`src/rtl/hazard_scoreboard_unit_pkg.sv`:
```
// ---------------------------------------------------------------------------
// hazard_scoreboard_unit_pkg
// Shared definitions for the hazard control unit: FSM state encoding, the
// default write-back distance / load latency, and a helper that sizes the
// per-register scoreboard counters.
// Optional feature macro used by the unit: HCU_FORWARD_EN.
// ---------------------------------------------------------------------------
package hazard_scoreboard_unit_pkg;

   localparam int WB_DIST_DEFAULT  = 3;
   localparam int LOAD_LAT_DEFAULT = 1;

   typedef enum logic [1:0] {
      RUN         = 2'd0,
      FREEZE      = 2'd1,
      FREEZE_PEND = 2'd2
   } hcu_state_e;

   // Bits needed to hold any value in 0..max_val.
   function automatic int cnt_width(input int max_val);
      int w;
      w = $clog2(max_val + 1);
      return (w < 1) ? 1 : w;
   endfunction

endpackage

```
`src/rtl/hazard_scoreboard_unit_scoreboard.sv`:
```
// ---------------------------------------------------------------------------
// hcu_scoreboard
// One down-counter per architectural register. A nonzero counter marks a
// register whose result is not yet readable from the register file.
//
// Ports
//   clk          in   clock
//   clear        in   synchronous clear of every counter (highest priority)
//   hold         in   freeze all counters (no decrement, no set)
//   set_en       in   load counter[set_addr] with set_val this cycle
//   set_addr     in   REG_ADDR_W  register being loaded
//   set_val      in   CNT_W       value loaded
//   look_a_addr  in   REG_ADDR_W  first lookup address
//   look_b_addr  in   REG_ADDR_W  second lookup address
//   look_a_busy  out  counter[look_a_addr] is nonzero
//   look_b_busy  out  counter[look_b_addr] is nonzero
// ---------------------------------------------------------------------------
module hcu_scoreboard
   import hazard_scoreboard_unit_pkg::*;
#(
   parameter int REG_ADDR_W = 2,
   parameter int CNT_W      = 2
) (
   input  logic                  clk,
   input  logic                  clear,
   input  logic                  hold,
   input  logic                  set_en,
   input  logic [REG_ADDR_W-1:0] set_addr,
   input  logic [CNT_W-1:0]      set_val,
   input  logic [REG_ADDR_W-1:0] look_a_addr,
   input  logic [REG_ADDR_W-1:0] look_b_addr,
   output logic                  look_a_busy,
   output logic                  look_b_busy
);

   localparam int NUM_REGS = 2 ** REG_ADDR_W;

   logic [CNT_W-1:0] cnt_q [NUM_REGS];
   logic [CNT_W-1:0] cnt_d [NUM_REGS];

   // A reload on the same register beats the per-cycle decrement.
   always_comb begin
      for (int i = 0; i < NUM_REGS; i++) begin
         cnt_d[i] = cnt_q[i];
         if (clear) begin
            cnt_d[i] = '0;
         end else if (!hold) begin
            if (set_en && (set_addr == REG_ADDR_W'(i))) begin
               cnt_d[i] = set_val;
            end else if (cnt_q[i] != '0) begin
               cnt_d[i] = cnt_q[i] - CNT_W'(1);
            end
         end
      end
   end

   always_ff @(posedge clk) begin
      cnt_q <= cnt_d;
   end

   assign look_a_busy = (cnt_q[look_a_addr] != '0);
   assign look_b_busy = (cnt_q[look_b_addr] != '0);

endmodule

```
`src/rtl/hazard_scoreboard_unit.sv`:
```
// ---------------------------------------------------------------------------
// hazard_scoreboard_unit
// Pipeline hazard control: scoreboard-based RAW detection in ID, branch /
// jump misprediction flushes, and a freeze while data memory is busy. A
// branch miss seen during a freeze is remembered and flushed in the first
// running cycle afterwards.
//
// Optional feature: define HCU_FORWARD_EN to model a forwarding datapath
// (loads block for LOAD_LAT cycles, other writers never block). Without it
// every writer blocks readers for WB_DIST cycles.
//
// Ports
//   clk, reset_n                 clock, synchronous active-low reset
//   id_valid                     valid instruction in ID
//   id_rs, id_rt                 source registers; id_use_rs/id_use_rt qualify
//   id_reg_write, id_dest        ID instruction writes id_dest
//   id_is_load                   ID instruction is a load
//   branch_miss_ex               mispredicted conditional branch in EX
//   jump_miss_id                 mispredicted jump in ID
//   d_mem_ready                  data memory ready (low = freeze)
//   pc_write, ir_write           PC / IF-ID load enables
//   stall_ifid, stall_idex       hold IF/ID, ID/EX
//   flush_ifid, flush_idex       bubble into IF/ID, ID/EX
//   hcu_state                    FSM state for debug
// ---------------------------------------------------------------------------
module hazard_scoreboard_unit
   import hazard_scoreboard_unit_pkg::*;
#(
   parameter int REG_ADDR_W = 2,
   parameter int WB_DIST    = WB_DIST_DEFAULT,
   parameter int LOAD_LAT   = LOAD_LAT_DEFAULT
) (
   input  logic                  clk,
   input  logic                  reset_n,
   input  logic                  id_valid,
   input  logic [REG_ADDR_W-1:0] id_rs,
   input  logic [REG_ADDR_W-1:0] id_rt,
   input  logic                  id_use_rs,
   input  logic                  id_use_rt,
   input  logic                  id_reg_write,
   input  logic [REG_ADDR_W-1:0] id_dest,
   input  logic                  id_is_load,
   input  logic                  branch_miss_ex,
   input  logic                  jump_miss_id,
   input  logic                  d_mem_ready,
   output logic                  pc_write,
   output logic                  ir_write,
   output logic                  stall_ifid,
   output logic                  stall_idex,
   output logic                  flush_ifid,
   output logic                  flush_idex,
   output logic [1:0]            hcu_state
);

   // Counters must hold whichever load value the build can use.
   localparam int MAX_LAT = (LOAD_LAT > WB_DIST) ? LOAD_LAT : WB_DIST;
   localparam int CNT_W   = cnt_width(MAX_LAT);

   hcu_state_e state_q, state_d;
   logic       pend_q, pend_d;

   logic             rs_busy, rt_busy;
   logic             frozen, data_hazard, branch_flush, issue, sb_set;
   logic [CNT_W-1:0] load_val;

   assign frozen       = (state_q != RUN) || !d_mem_ready;
   assign data_hazard  = id_valid && ((id_use_rs && rs_busy) || (id_use_rt && rt_busy));
   // A latched branch miss is replayed as if branch_miss_ex were high.
   assign branch_flush = branch_miss_ex || pend_q;
   assign issue        = id_valid && !data_hazard && !branch_flush && !frozen;
   assign sb_set       = issue && id_reg_write;

`ifdef HCU_FORWARD_EN
   assign load_val = id_is_load ? CNT_W'(LOAD_LAT) : '0;
`else
   logic unused_is_load;
   assign unused_is_load = id_is_load;
   assign load_val       = CNT_W'(WB_DIST);
`endif

   hcu_scoreboard #(
      .REG_ADDR_W (REG_ADDR_W),
      .CNT_W      (CNT_W)
   ) u_sb (
      .clk         (clk),
      .clear       (!reset_n),
      .hold        (frozen),
      .set_en      (sb_set),
      .set_addr    (id_dest),
      .set_val     (load_val),
      .look_a_addr (id_rs),
      .look_b_addr (id_rt),
      .look_a_busy (rs_busy),
      .look_b_busy (rt_busy)
   );

   // Next state. A branch miss arriving in FREEZE is latched even if memory
   // becomes ready the same cycle; the flag survives until a running cycle
   // consumes it.
   always_comb begin
      state_d = state_q;
      pend_d  = pend_q;
      unique case (state_q)
         RUN: begin
            if (!d_mem_ready) begin
               state_d = FREEZE;
            end else begin
               pend_d = 1'b0;
            end
         end
         FREEZE: begin
            if (branch_miss_ex) begin
               pend_d = 1'b1;
            end
            if (d_mem_ready) begin
               state_d = RUN;
            end else if (branch_miss_ex) begin
               state_d = FREEZE_PEND;
            end
         end
         FREEZE_PEND: begin
            if (d_mem_ready) begin
               state_d = RUN;
            end
         end
         default: begin
            state_d = RUN;
            pend_d  = 1'b0;
         end
      endcase
   end

   always_ff @(posedge clk) begin
      if (!reset_n) begin
         state_q <= RUN;
         pend_q  <= 1'b0;
      end else begin
         state_q <= state_d;
         pend_q  <= pend_d;
      end
   end

   // Output decode: reset > freeze > branch miss > jump miss > data hazard.
   // A jump miss leaves ID/EX free so the ID instruction proceeds.
   always_comb begin
      pc_write   = 1'b1;
      ir_write   = 1'b1;
      stall_ifid = 1'b0;
      stall_idex = 1'b0;
      flush_ifid = 1'b0;
      flush_idex = 1'b0;
      if (!reset_n) begin
         pc_write = 1'b1;
      end else if (frozen) begin
         pc_write   = 1'b0;
         ir_write   = 1'b0;
         stall_ifid = 1'b1;
         stall_idex = 1'b1;
      end else if (branch_flush) begin
         ir_write   = 1'b0;
         flush_ifid = 1'b1;
         flush_idex = 1'b1;
      end else if (jump_miss_id) begin
         ir_write   = 1'b0;
         flush_ifid = 1'b1;
      end else if (data_hazard) begin
         pc_write   = 1'b0;
         ir_write   = 1'b0;
         stall_ifid = 1'b1;
         flush_idex = 1'b1;
      end
   end

   assign hcu_state = state_q;

endmodule

```
`config.mk`:
```
export PLATFORM = sky130hd
export DESIGN_NAME = hazard_scoreboard_unit
export DESIGN_NICKNAME = d
export VERILOG_FILES = /design/src/rtl/hazard_scoreboard_unit_pkg.sv /design/src/rtl/hazard_scoreboard_unit_scoreboard.sv /design/src/rtl/hazard_scoreboard_unit.sv
export SDC_FILE = /design/constraint.sdc
export NUM_CORES = 1
export LEC_CHECK = 0
export BUFFER_PORTS_ARGS = -buffer_cell sky130_fd_sc_hd__buf_4
export CORE_ASPECT_RATIO = 0.8
export CORE_UTILIZATION = 44
export CTS_CLUSTER_DIAMETER = 100
export CTS_CLUSTER_SIZE = 24
export DETAILED_ROUTE_END_ITERATION = 7
export PLACE_DENSITY = 0.73
export SETUP_SLACK_MARGIN = 0.02
export SYNTH_ARGS = -nofsm -noshare
export SYNTH_HDL_FRONTEND = slang
export SYNTH_SLANG_ARGS = --single-unit
```
`constraint.sdc`:
```
create_clock -name clk -period 1.3 [get_ports clk]
set_clock_uncertainty 0.1 [all_clocks]
set_input_delay 0.13 -clock clk [delete_from_list [all_inputs] [get_ports clk]]
set_output_delay 0.13 -clock clk [all_outputs]
set_load 0.02 [all_outputs]
```
==> metrics list, run 1 <==
- After the last flow step, the layout net total stands at 167.
* MaxCap Viol Count: 0
* Worst setup slack before clock tree synthesis: -315 ps
* Share of synthesized registers carrying an async set or reset: 0%
* Bufs on Longest Clock Path: 2
- After floorplanning, the core was sized to cover 1630 sq um.
* DRC violations left: 0
- Total die area: 1900 sq um
- Clock tree synthesis selected as its root buffer the cell sky130_fd_sc_hd__clkbuf_4.
- Overall power consumption: 0.00108 W
- Synthesis-to-layout area growth: 88.8%
- Die width: 48.5 microns
- Per report_power, the clock group accounts for 23.3% of the total.
- Summing every instance area after synthesis gives 759 sq um.
- Final Hold Vio Count: 0
* DR WL/cell: 18.5 microns
- PortBufs: 22
- Std cell rows: 13
* Largest net degree at the start of global routing: 11
- First-pass GRT wire length: 4390 microns
* Setup slack, reg-to-reg: -350 ps
- For the final routed database, the setup TNS stands at -5690 ps.
- Setup repair after global routing missed its margin: true
- A synthesized cell averages 7.99 sq um.
- Clock buffers created by TritonCTS: 3
* Worst setup path class: flip-flop to output port
- The final-report max-slew violation count came to 0.
- GR Util All Layers: 33.2%
- Total gr overflow: 0
* Pint: 0.000703 W
- Gpl congestion: 0.781
- Number of diodes added for antenna fixing: 0
* Kind of start point of the critical path: flip-flop
* Average vias per placed instance: 5.78
- After clock tree synthesis, the clock-pin slew on the worst setup and hold paths is 90 ps.
- Max Clk Rate: 521 MHz
* Min Clock Period, post-route: 1920 ps
- In this run the power spent charging and discharging nets is 0.000380 W.
- For the worst flop-to-flop path, the logic depth is 7.
* Die Y-Extent: 39.2 microns
* Total via count after detailed routing: 971
- Number of fill cells in the layout: 73
- Post-route clock period utilization: 148%
- Registers are responsible for 35.1% of the overall power.
- Count of flip-flops with a built-in enable after synthesis: 0
* H-tree depth: 1
- Initial cell density of the core: 46.7%
- DRT Pass-1 Iters: 4
- Worst setup path end: flush_idex
- STA puts the critical path data required time at 1070 ps.
- Across all setup checks in the final design, the least slack found is -619 ps.
* Worst reg2reg startpoint: hcu_state[0]$_SDFFE_PN0P_
* Transition time at the pin with the least slew margin: 307 ps
* Net Count, Synth: 115
- The routed design has 3110 microns of wire.
- The analysis attributes to cell leakage a power of 0.616 nW.
- Fraction of layout cells with a size suffix above 1: 62.3%
- Area of the multi-input gates: 677 sq um
- TritonCTS built the clock tree.
- The flow ran to the end, but the final reports show violations.
- VDD IR max: 620 uV
- For this run, the register share of the synthesized area comes to 29.0%.
- The detailed router finished its first iteration with 33 violations.
- The worst pin sits at a relative slew slack of 79.5%.
- Netlist cell types: 30
- Switching Share: 35.1%
* Hold Path Class: input port to flip-flop
- The cell count after synthesis came out at 95.
* Final antenna-violating net count: 0
- End of the worst register-to-register path: u_sb.cnt_q[7]$_SDFFE_PN0P_
* Data arrival time at the worst-slack endpoint: 1690 ps
- Detailed placement finished with a half-perimeter wire length of 1790 microns.
- Clock sink count: 11
- The via count of the first global-routing pass came to 947.
* Initial antenna violation count: 0
- The worst setup path is captured at an output port.
- Worst hold path startpoint: reset_n
- In this run the worst path has a maximum fanout of 4.
- Counting flops and latches in the post-synthesis netlist gives 11.
* Number of top-level design ports: 24
- The critical path starts at u_sb.cnt_q[5]$_SDFFE_PN0P_.
- In the synthesized netlist the dominant register cell turns out to be sky130_fd_sc_hd__dfxtp_1.
* Combinational Power Share: 41.6%
- Power density relative to cell area: 755 nW/um^2
* Final setup violation count: 15
* Area used by sequential logic in the layout: 243 sq um
- Violations in the final reports: setup timing
- Clock latency of the later-clocked register in the worst-skew pair: 280 ps
* Yosys warning total: 0
per-layer routing:
metal	routed length, microns	up-vias	track usage (%)
met5	0	-	0
met4	164	0	23.5
met3	237	20	9.41
met2	1500	64	64.8
met1	1210	444	31.7
li1	-	443	-
per-stage QoR:
step	utilization (%)	hold slack [ps]	instances	area, sq um
4_1_cts	82.9	47.0	166	1350
3_5_place_dp	71.5	254	154	1160
2_1_floorplan	-	124	95	853
6_report	88.2	64.0	168	1430
5_1_grt	88.2	75.0	168	1430
3_3_place_gp	71.5	252	154	1160
layout make-up:
type	instances	area share [%]
inverters	8	2.09
flip-flops and latches	11	16.9
well taps	22	1.92
multi-input cells	75	47.2
clock buffers	4	1.83
repair buffers	48	30.0
state kept, by name (all words and copies together) (netlist names):
signal / count
hcu_state: 2
pend_q: 1
u_sb.cnt_q: 8
timing repair:
item,in CTS,in global routing
endpoints found under the hold margin,2,0
setup endpoints to repair,15,16
pin swaps,15,17
hold buffers,2,0
gates resized for setup,20,22
buffers inserted,6,4
placed cells by master (no fill, tap or decap), drive strengths merged, types with 3 or more instances in the layout:
cell type  count
ha             4
buf           46
dfxtp         11
xnor2          4
inv            8
nor2          12
nand2         20
o41ai          4
nor4b          4
clkbuf         4
a31oi          3
o211ai         4
worst min path at each step:
stage,slack (ps),endpoint,depth (start not counted)
2_1_floorplan,120,u_sb.cnt_q[7]$_SDFFE_PN0P_,1
3_3_place_gp,250,u_sb.cnt_q[7]$_SDFFE_PN0P_,2
3_5_place_dp,250,u_sb.cnt_q[7]$_SDFFE_PN0P_,2
4_1_cts,50,u_sb.cnt_q[2]$_SDFFE_PN0P_,3
5_1_grt,70,u_sb.cnt_q[2]$_SDFFE_PN0P_,3
6_report,60,u_sb.cnt_q[2]$_SDFFE_PN0P_,3
synth_stat cells (2+ instances only):
cell	n	area [sq um]
sky130_fd_sc_hd__a31oi_1	3	18.8
sky130_fd_sc_hd__nor2_4	4	45.0
sky130_fd_sc_hd__inv_1	8	30.0
sky130_fd_sc_hd__o211ai_1	4	30.0
sky130_fd_sc_hd__nand2_1	20	75.1
sky130_fd_sc_hd__ha_1	4	50.1
sky130_fd_sc_hd__o41ai_1	4	35.0
sky130_fd_sc_hd__a21oi_1	2	10.0
sky130_fd_sc_hd__dfxtp_1	11	220
sky130_fd_sc_hd__nor2_1	8	30.0
sky130_fd_sc_hd__nand4b_1	2	17.5
sky130_fd_sc_hd__xnor2_1	4	35.0
sky130_fd_sc_hd__nor4b_1	4	35.0
power by group through the flow:
stage / logic (W) / registers, W / clock network, W
floorplan: 0.000200 / 0.000383 / 0
global placement: 0.000334 / 0.000380 / 0
detailed placement: 0.000348 / 0.000382 / 0
CTS: 0.000407 / 0.000374 / 0.000248
global route: 0.000480 / 0.000380 / 0.000268
finish: 0.000451 / 0.000380 / 0.000252
kinds of logic after synthesis:
| group | Yosys count | synth area share, % |
|---|---|---|
| buffers and inverters | 9 | 4.45 |
| xor gates and xnor gates | 4 | 4.61 |
| DFF | 11 | 29.0 |
| adders and majority gates | 4 | 6.59 |
| AOI/OAI and AO/OA | 18 | 17.3 |
| and+or+nand+nor | 48 | 36.6 |
| muxes | 1 | 1.48 |
worst max-delay path, stage by stage (launching register included):
cell and delay, ps:
sky130_fd_sc_hd__dfxtp_4 370, sky130_fd_sc_hd__nor4b_2 50, sky130_fd_sc_hd__a31oi_1 220, sky130_fd_sc_hd__nand2_1 150, sky130_fd_sc_hd__a21boi_4 310, sky130_fd_sc_hd__o2bb2ai_4 170
sky130_fd_sc_hd__buf_6 140
Power figures use the tool's default switching activity.
==> run 2, diff against run 1 <==
--- a/config.mk
+++ b/config.mk
@@ -5,13 +5,15 @@
 export SDC_FILE = /design/constraint.sdc
 export NUM_CORES = 1
 export LEC_CHECK = 0
+export ABC_AREA = 1
 export BUFFER_PORTS_ARGS = -buffer_cell sky130_fd_sc_hd__buf_4
 export CORE_ASPECT_RATIO = 0.8
-export CORE_UTILIZATION = 44
+export CORE_UTILIZATION = 48
+export CTS_BUF_LIST = sky130_fd_sc_hd__clkbuf_2 sky130_fd_sc_hd__clkbuf_4 sky130_fd_sc_hd__clkbuf_8
 export CTS_CLUSTER_DIAMETER = 100
 export CTS_CLUSTER_SIZE = 24
 export DETAILED_ROUTE_END_ITERATION = 7
-export PLACE_DENSITY = 0.73
+export PLACE_DENSITY = 0.78
 export SETUP_SLACK_MARGIN = 0.02
 export SYNTH_ARGS = -nofsm -noshare
 export SYNTH_HDL_FRONTEND = slang
==> metrics list, run 2 <==
- Max Clk Rate: 576 MHz
* Commonest non-fill, non-tap cells in the layout: sky130_fd_sc_hd__buf_4, sky130_fd_sc_hd__nand2_1, sky130_fd_sc_hd__inv_1
- After detailed placement, the total cell area comes to 1170 sq um.
- Counting instances, the worst hold path has a depth of 3.
- In this run the tightest slew margin relative to its limit is 85.5%.
- Seq cells post-synth: 11
- On the final layout, the worst hold slack is 29.4 ps.
- Clock latency of the later-clocked register in the worst-skew pair: 280 ps
* Kind of start point of the critical path: flip-flop
- Counting I/O delays and the setup requirement, the final critical path takes 1740 ps.
- 0 antenna diodes ended up in the layout.
* Setup repair after global routing missed its margin: true
- Pin placement for this block handled 24 I/O pins.
- Final setup violation count: 14
- Initial cell density of the core: 51.8%
- The final layout contains 203 nets.
- Netlist cell types: 21
- Buffers placed on the I/O ports in this run total 22.
* Hold Path Class: input port to flip-flop
* Netlist Area Pre-Place: 842 sq um
- In the final routed layout, each cell accounts on average for 13.1 microns.
- Across every metal layer, demand over resource in global routing totals 30.7%.
- The register with the most flip-flops in the final layout is u_sb.cnt_q.
* Post-synth top area share: 26.2%
- First-pass GRT wire length: 4220 microns
- After layout, the worst setup slack is -435 ps.
- Across the run, the number of max-cap violations was 0.
- Count of flip-flops with a built-in enable after synthesis: 0
* DRC violations left: 0
* Clock sink count: 11
- VDD IR max: 814 uV
* Transition time at the pin with the least slew margin: 217 ps
- Final antenna-violating net count: 0
* Total die area: 1930 sq um
- Required time worst endpoint: 1070 ps
- Clock buffers created by TritonCTS: 3
- Counting flops with an async set or reset pin after synthesis yields a share of 0%.
- Initial DRC count: 63
* Violations in the final reports: setup timing
- Detailed placement ended at an HPWL of 1810 microns.
- Gpl congestion: 0.799
- CTS built an H-tree with a depth of 1.
- Power density relative to cell area: 698 nW/um^2
* Bufs on Longest Clock Path: 2
- Slowest Stage Delay on Critical Path: 350 ps
- Clock-pin slew on the worst setup and hold paths: 70 ps
- Leading cell type in the layout, fill and taps excluded: sky130_fd_sc_hd__buf_4
- By startpoint and endpoint, the worst setup path is classified as flip-flop to output port.
- After floorplanning, the core was sized to cover 1630 sq um.
- CP max FO: 3
- The average instance in the mapped netlist occupies 6.24 sq um.
- Worst-case reg-to-reg path depth: 9
* CP max stage cell: sky130_fd_sc_hd__dfxtp_2
- Sequential element share of the synthesized area: 26.2%
- Entering global routing, the biggest net connects 13 pins.
* Worst setup slack before clock tree synthesis: -210 ps
- Clock tree from TritonCTS: yes
- The routed design has 2680 microns of wire.
- Cells with a size suffix above 1 make up 47.8% of the layout.
* Std cell rows: 13
- Die width: 48.8 microns
- The register with the most flip-flops in the layout has 8 of them.
* Commonest cells in the synthesized netlist: sky130_fd_sc_hd__nand2_1, sky130_fd_sc_hd__inv_1, sky130_fd_sc_hd__nor2_1, sky130_fd_sc_hd__nand4_1, sky130_fd_sc_hd__dfxtp_1
- Counting stages on the worst path, the most repeated cell is sky130_fd_sc_hd__nand3_2.
- During synthesis, Yosys emitted a total of 0 warnings.
- Post-route clock period utilization: 133%
* Clock root buffer: sky130_fd_sc_hd__clkbuf_4
- In the synthesized netlist the dominant register cell turns out to be sky130_fd_sc_hd__dfxtp_1.
- Mapped Cells: 135
* Final design instance area without fill: 1350 sq um
- Outcome: finished with violations
* Net Count, Synth: 155
- Summed over all cells, the static leakage comes to 0.724 nW.
* Synthesis-to-layout area growth: 60.0%
* Biggest area contributors in the synthesized netlist: sky130_fd_sc_hd__dfxtp_1, sky130_fd_sc_hd__nand2_1, sky130_fd_sc_hd__inv_1
- Synth area leader: sky130_fd_sc_hd__dfxtp_1
- The via count of the first global-routing pass is 974.
- Final Hold Vio Count: 0
- Using the TritonRoute via totals, the vias-per-cell ratio works out to 5.22.
- Total gr overflow: 0
- Data arrival time at the worst-slack endpoint: 1510 ps
* Dominant cell by count in the synthesized netlist: sky130_fd_sc_hd__nand2_1
- Final number of max-transition violations: 0
* Cell breakdown of the critical path: o21ai_1 -> nand3_1 -> nand3_2 -> a21boi_4 -> nand3_2 -> o21ai_4 -> inv_2 -> buf_6
- Total via count after detailed routing: 1064
- DRT Pass-1 Iters: 4
* Initial antenna violation count: 0
- Die Y-Extent: 39.5 microns
* Number of hold buffers added after CTS: 0
- STA classifies the critical path endpoint as an output port.
## run 2: cell type report
| type | instances | area, sq um |
|---|---|---|
| clock buffers | 4 | 30.0 |
| fillers | 105 | 279 |
| inverters | 28 | 108 |
| multi-input cells | 93 | 584 |
| flip-flops and latches | 11 | 234 |
| well taps | 22 | 27.5 |
| repair buffers | 46 | 364 |
## run 2: stage by stage
| step | power [W] | std cells | utilization, % | TNS, ps |
|---|---|---|---|---|
| floorplan | 0.000516 | 135 | - | -250 |
| global placement | 0.000617 | 190 | 72.0 | -1460 |
| detailed placement | 0.000625 | 190 | 72.0 | -1770 |
| CTS | 0.000925 | 201 | 81.2 | -3460 |
| global route | 0.000983 | 204 | 82.8 | -5320 |
| finish | 0.000941 | 204 | 82.8 | -3940 |
## run 2: report_power, final
| group | total (W) | switching (W) | internal [W] |
|---|---|---|---|
| Clock | 0.000265 | 0.000124 | 0.000140 |
| Combinational | 0.000318 | 0.000168 | 0.000150 |
| Sequential | 0.000358 | 0.00000987 | 0.000348 |
## run 2: path summary, 6_finish.rpt
| path | start | endpoint | slack (ps) |
|---|---|---|---|
| worst min register to register | pend_q$_SDFFE_PN0P_ | pend_q$_SDFFE_PN0P_ | 410 |
| worst max-delay path | u_sb.cnt_q[0]$_SDFFE_PN0P_ | pc_write | -440 |
| worst min-delay path | d_mem_ready | hcu_state[1]$_SDFFE_PN0P_ | 30 |
| worst max register to register | u_sb.cnt_q[0]$_SDFFE_PN0P_ | u_sb.cnt_q[3]$_SDFFE_PN0P_ | -320 |
## run 2: cell families (layout without fill, tap and decap cells)
logic type	count (synthesis)	after routing	share of synthesized area, %
buf+inv	31	78	15.6
compound gates	19	19	11.9
flops	11	11	26.2
simple gates	70	70	40.4
fa+ha+maj	4	4	5.94
## run 2: worst max-delay path, delay by kind of cell (launching register included)
kind                   cells  cell delay (ps)
AOI/OAI and AO/OA          3              370
buffers and inverters      2              170
DFF                        1              350
and+or+nand+nor            3              330
## run 2: per-layer routing
layer | global-route usage [%] | vias up | wire, microns | share of wire [%]
li1 | - | 528 | - | -
met1 | 34.2 | 484 | 1150 | 43
met2 | 55.9 | 46 | 1300 | 48
met3 | 8.91 | 6 | 182 | 6.8
met4 | 14.0 | 0 | 50 | 1.9
met5 | 0 | - | 0 | 0
## run 2: repair_timing
| item | CTS | global route |
|---|---|---|
| pin swaps | 16 | 4 |
| resized for setup | 20 | 4 |
| setup buffers | 8 | 3 |
| setup endpoints to repair | 14 | 14 |
==> run 3, diff against run 2 <==
==> constraint.sdc (replaced) <==
create_clock -name clk -period 1.3 [get_ports clk]
set_clock_uncertainty 0.1 [all_clocks]
set_input_delay 0.13 -clock clk [delete_from_list [all_inputs] [get_ports clk]]
set_output_delay 0.13 -clock clk [all_outputs]
set_load 0.1 [all_outputs]
==> metrics list, run 3 (synthesized netlist as in run 2, its figures left out) <==
- DR WL/cell: 20.5 microns
* Clock root buffer: sky130_fd_sc_hd__clkbuf_4
- Once routing completed, OpenROAD measured the worst setup slack at -724 ps.
- The design draws 0.00115 W.
- Buffers placed on the I/O ports in this run total 22.
* Layout Cells excl Fill: 212
- The final reports fail on setup timing.
- The tightest min-delay check is of the input port to flip-flop type.
- Post-route clock period utilization: 156%
- Min Clock Period, post-route: 2020 ps
- Clock sink count: 11
- Initial cell density of the core: 51.8%
- Transition time at the pin with the least slew margin: 251 ps
- Based on the critical path, the design can be clocked at up to 494 MHz.
- Data arrives at the worst endpoint at 1790 ps.
* Leading cell type in the layout, fill and taps excluded: sky130_fd_sc_hd__buf_4
- Std cell rows: 13
* Gpl congestion: 0.833
* Final design instance area without fill: 1530 sq um
* CP max FO: 3
* Average vias per placed instance: 6.35
- Total length of routed wires: 4340 microns
- Number of top-level design ports: 24
- Required time worst endpoint: 1070 ps
- Clock tree from TritonCTS: yes
- Clock latency of the later-clocked register in the worst-skew pair: 270 ps
* Largest net degree at the start of global routing: 13
- In this run the tightest slew margin relative to its limit is 83.2%.
- Commonest non-fill, non-tap cells in the layout: sky130_fd_sc_hd__buf_4, sky130_fd_sc_hd__inv_1, sky130_fd_sc_hd__nand2_1
* Net count reported at finish: 211
* MaxCap Viol Count: 0
* Cell count after placement: 194
* Setup repair after global routing missed its margin: true
- Number of flip-flops in the largest register: 8
- DRT Pass-1 Iters: 7
- Die width: 48.8 microns
- The first routing iteration left 129 violations.
- Counting the buffers created by CTS gives 3.
* Total gr overflow: 0
- Total routed wire length on the met1 layer: 1490 microns
- Worst reg2reg startpoint: hcu_state[0]$_SDFFE_PN0P_
- Routed wire length on met2: 1910 microns
- The area growth from synthesis to layout is 81.9%.
- Initial antenna violation count: 0
- Power density relative to cell area: 750 nW/um^2
* Detail Route met3 WL: 527 microns
- Clock-pin slew was measured on the worst setup and hold paths at 70 ps.
- Core occupancy in the finished layout: 94.2%
- Worst setup path class: flip-flop to output port
- Bufs on Longest Clock Path: 2
- Ranked by flip-flop count, first place goes to u_sb.cnt_q.
* Area of the placeable core: 1630 sq um
- Kind of start point of the critical path: flip-flop
- CTS built an H-tree with a depth of 1.
- Endpoint class of the critical path: output port
* First-pass GRT wire length: 5120 microns
- The flow ran to the end, but the final reports show violations.
- Total die area: 1930 sq um
- Highest metal layer with signal wires: met4
* Die Y-Extent: 39.5 microns
- Summed over all cells, the static leakage comes to 0.802 nW.
- For this run, design rule violations remaining after detail routing come to 0.
* Final Hold Vio Count: 0
- Final HPWL DP: 1760 microns
* Final setup violation count: 14
- Final antenna-violating net count: 0
- The final-report max-slew violation count was 0.
* Number of hold buffers added after CTS: 0
- Global routing used 36.7% of the available tracks across all layers.
- Hold Slack: 83.5 ps
- Area of placed instances: 1220 sq um
* Vias in the first global route: 1109
- VDD IR max: 776 uV
* CP Launch Point: u_sb.cnt_q[5]$_SDFFE_PN0P_
* Fraction of layout cells with a size suffix above 1: 51.1%
* Worst hold path startpoint: d_mem_ready
- The repair_antennas step left the layout with diodes totalling 0.
* Total via count after detailed routing: 1347
## run 3: cell count changes in the layout (fill, tap and decap cells not counted), sizes merged
cell,change
buf,+8
inv,-1
clkinvlp,+1
## run 3: routing by layer
layer	vias to the layer above	track usage, %
met5	-	0
met4	0	21.3
li1	550	-
met2	148	68.1
met3	66	8.91
met1	583	39.7
## run 3: worst paths after layout
path | to | slack (ps) | depth (start not counted)
worst max-delay path | pc_write | -720 | 10
worst min-delay path | hcu_state[1]$_SDFFE_PN0P_ | 80 | 3
worst max register to register | u_sb.cnt_q[5]$_SDFFE_PN0P_ | -520 | 9
worst min register to register | hcu_state[0]$_SDFFE_PN0P_ | 480 | 3
## run 3: worst max-delay path, stage by stage, from the launching register on
cell and delay [ps]:
sky130_fd_sc_hd__dfxtp_2 370, sky130_fd_sc_hd__inv_2 60, sky130_fd_sc_hd__nand2_2 70, sky130_fd_sc_hd__a21oi_2 50, sky130_fd_sc_hd__nand2_1 80, sky130_fd_sc_hd__nand3_2 120
sky130_fd_sc_hd__a21boi_4 200, sky130_fd_sc_hd__nand3_2 110, sky130_fd_sc_hd__o21ai_4 110, sky130_fd_sc_hd__clkinvlp_4 160, sky130_fd_sc_hd__buf_12 180
## run 3: report_power, final
| part | internal (W) | leakage, nW | switching (W) |
|---|---|---|---|
| sequential | 0.000347 | 0.0940 | 0.0000125 |
| clock | 0.000140 | 0.0184 | 0.000117 |
| combinational | 0.000213 | 0.690 | 0.000319 |
| total | 0.000700 | 0.802 | 0.000449 |
## run 3: layout make-up
cell class                 instances  area, sq um
clock buffer                       4         30.0
fill                              51         95.1
inverter                          28          116
multi-input combinational         93          603
sequential                        11          236
tap                               22         27.5
timing repair buffer              54          518
## run 3: stage by stage
step / TNS, ps / setup slack (ps)
floorplan: -4020 / -1110
global placement: -2490 / -306
detailed placement: -2800 / -352
global route: -7700 / -738
finish: -7040 / -724
CTS: -4700 / -573
## run 3: timing repair
action / in CTS / in global routing
endpoints found under the setup margin: 14 / 16
setup buffers: 10 / 5
pin swaps: 21 / 17
resized for setup: 40 / 16
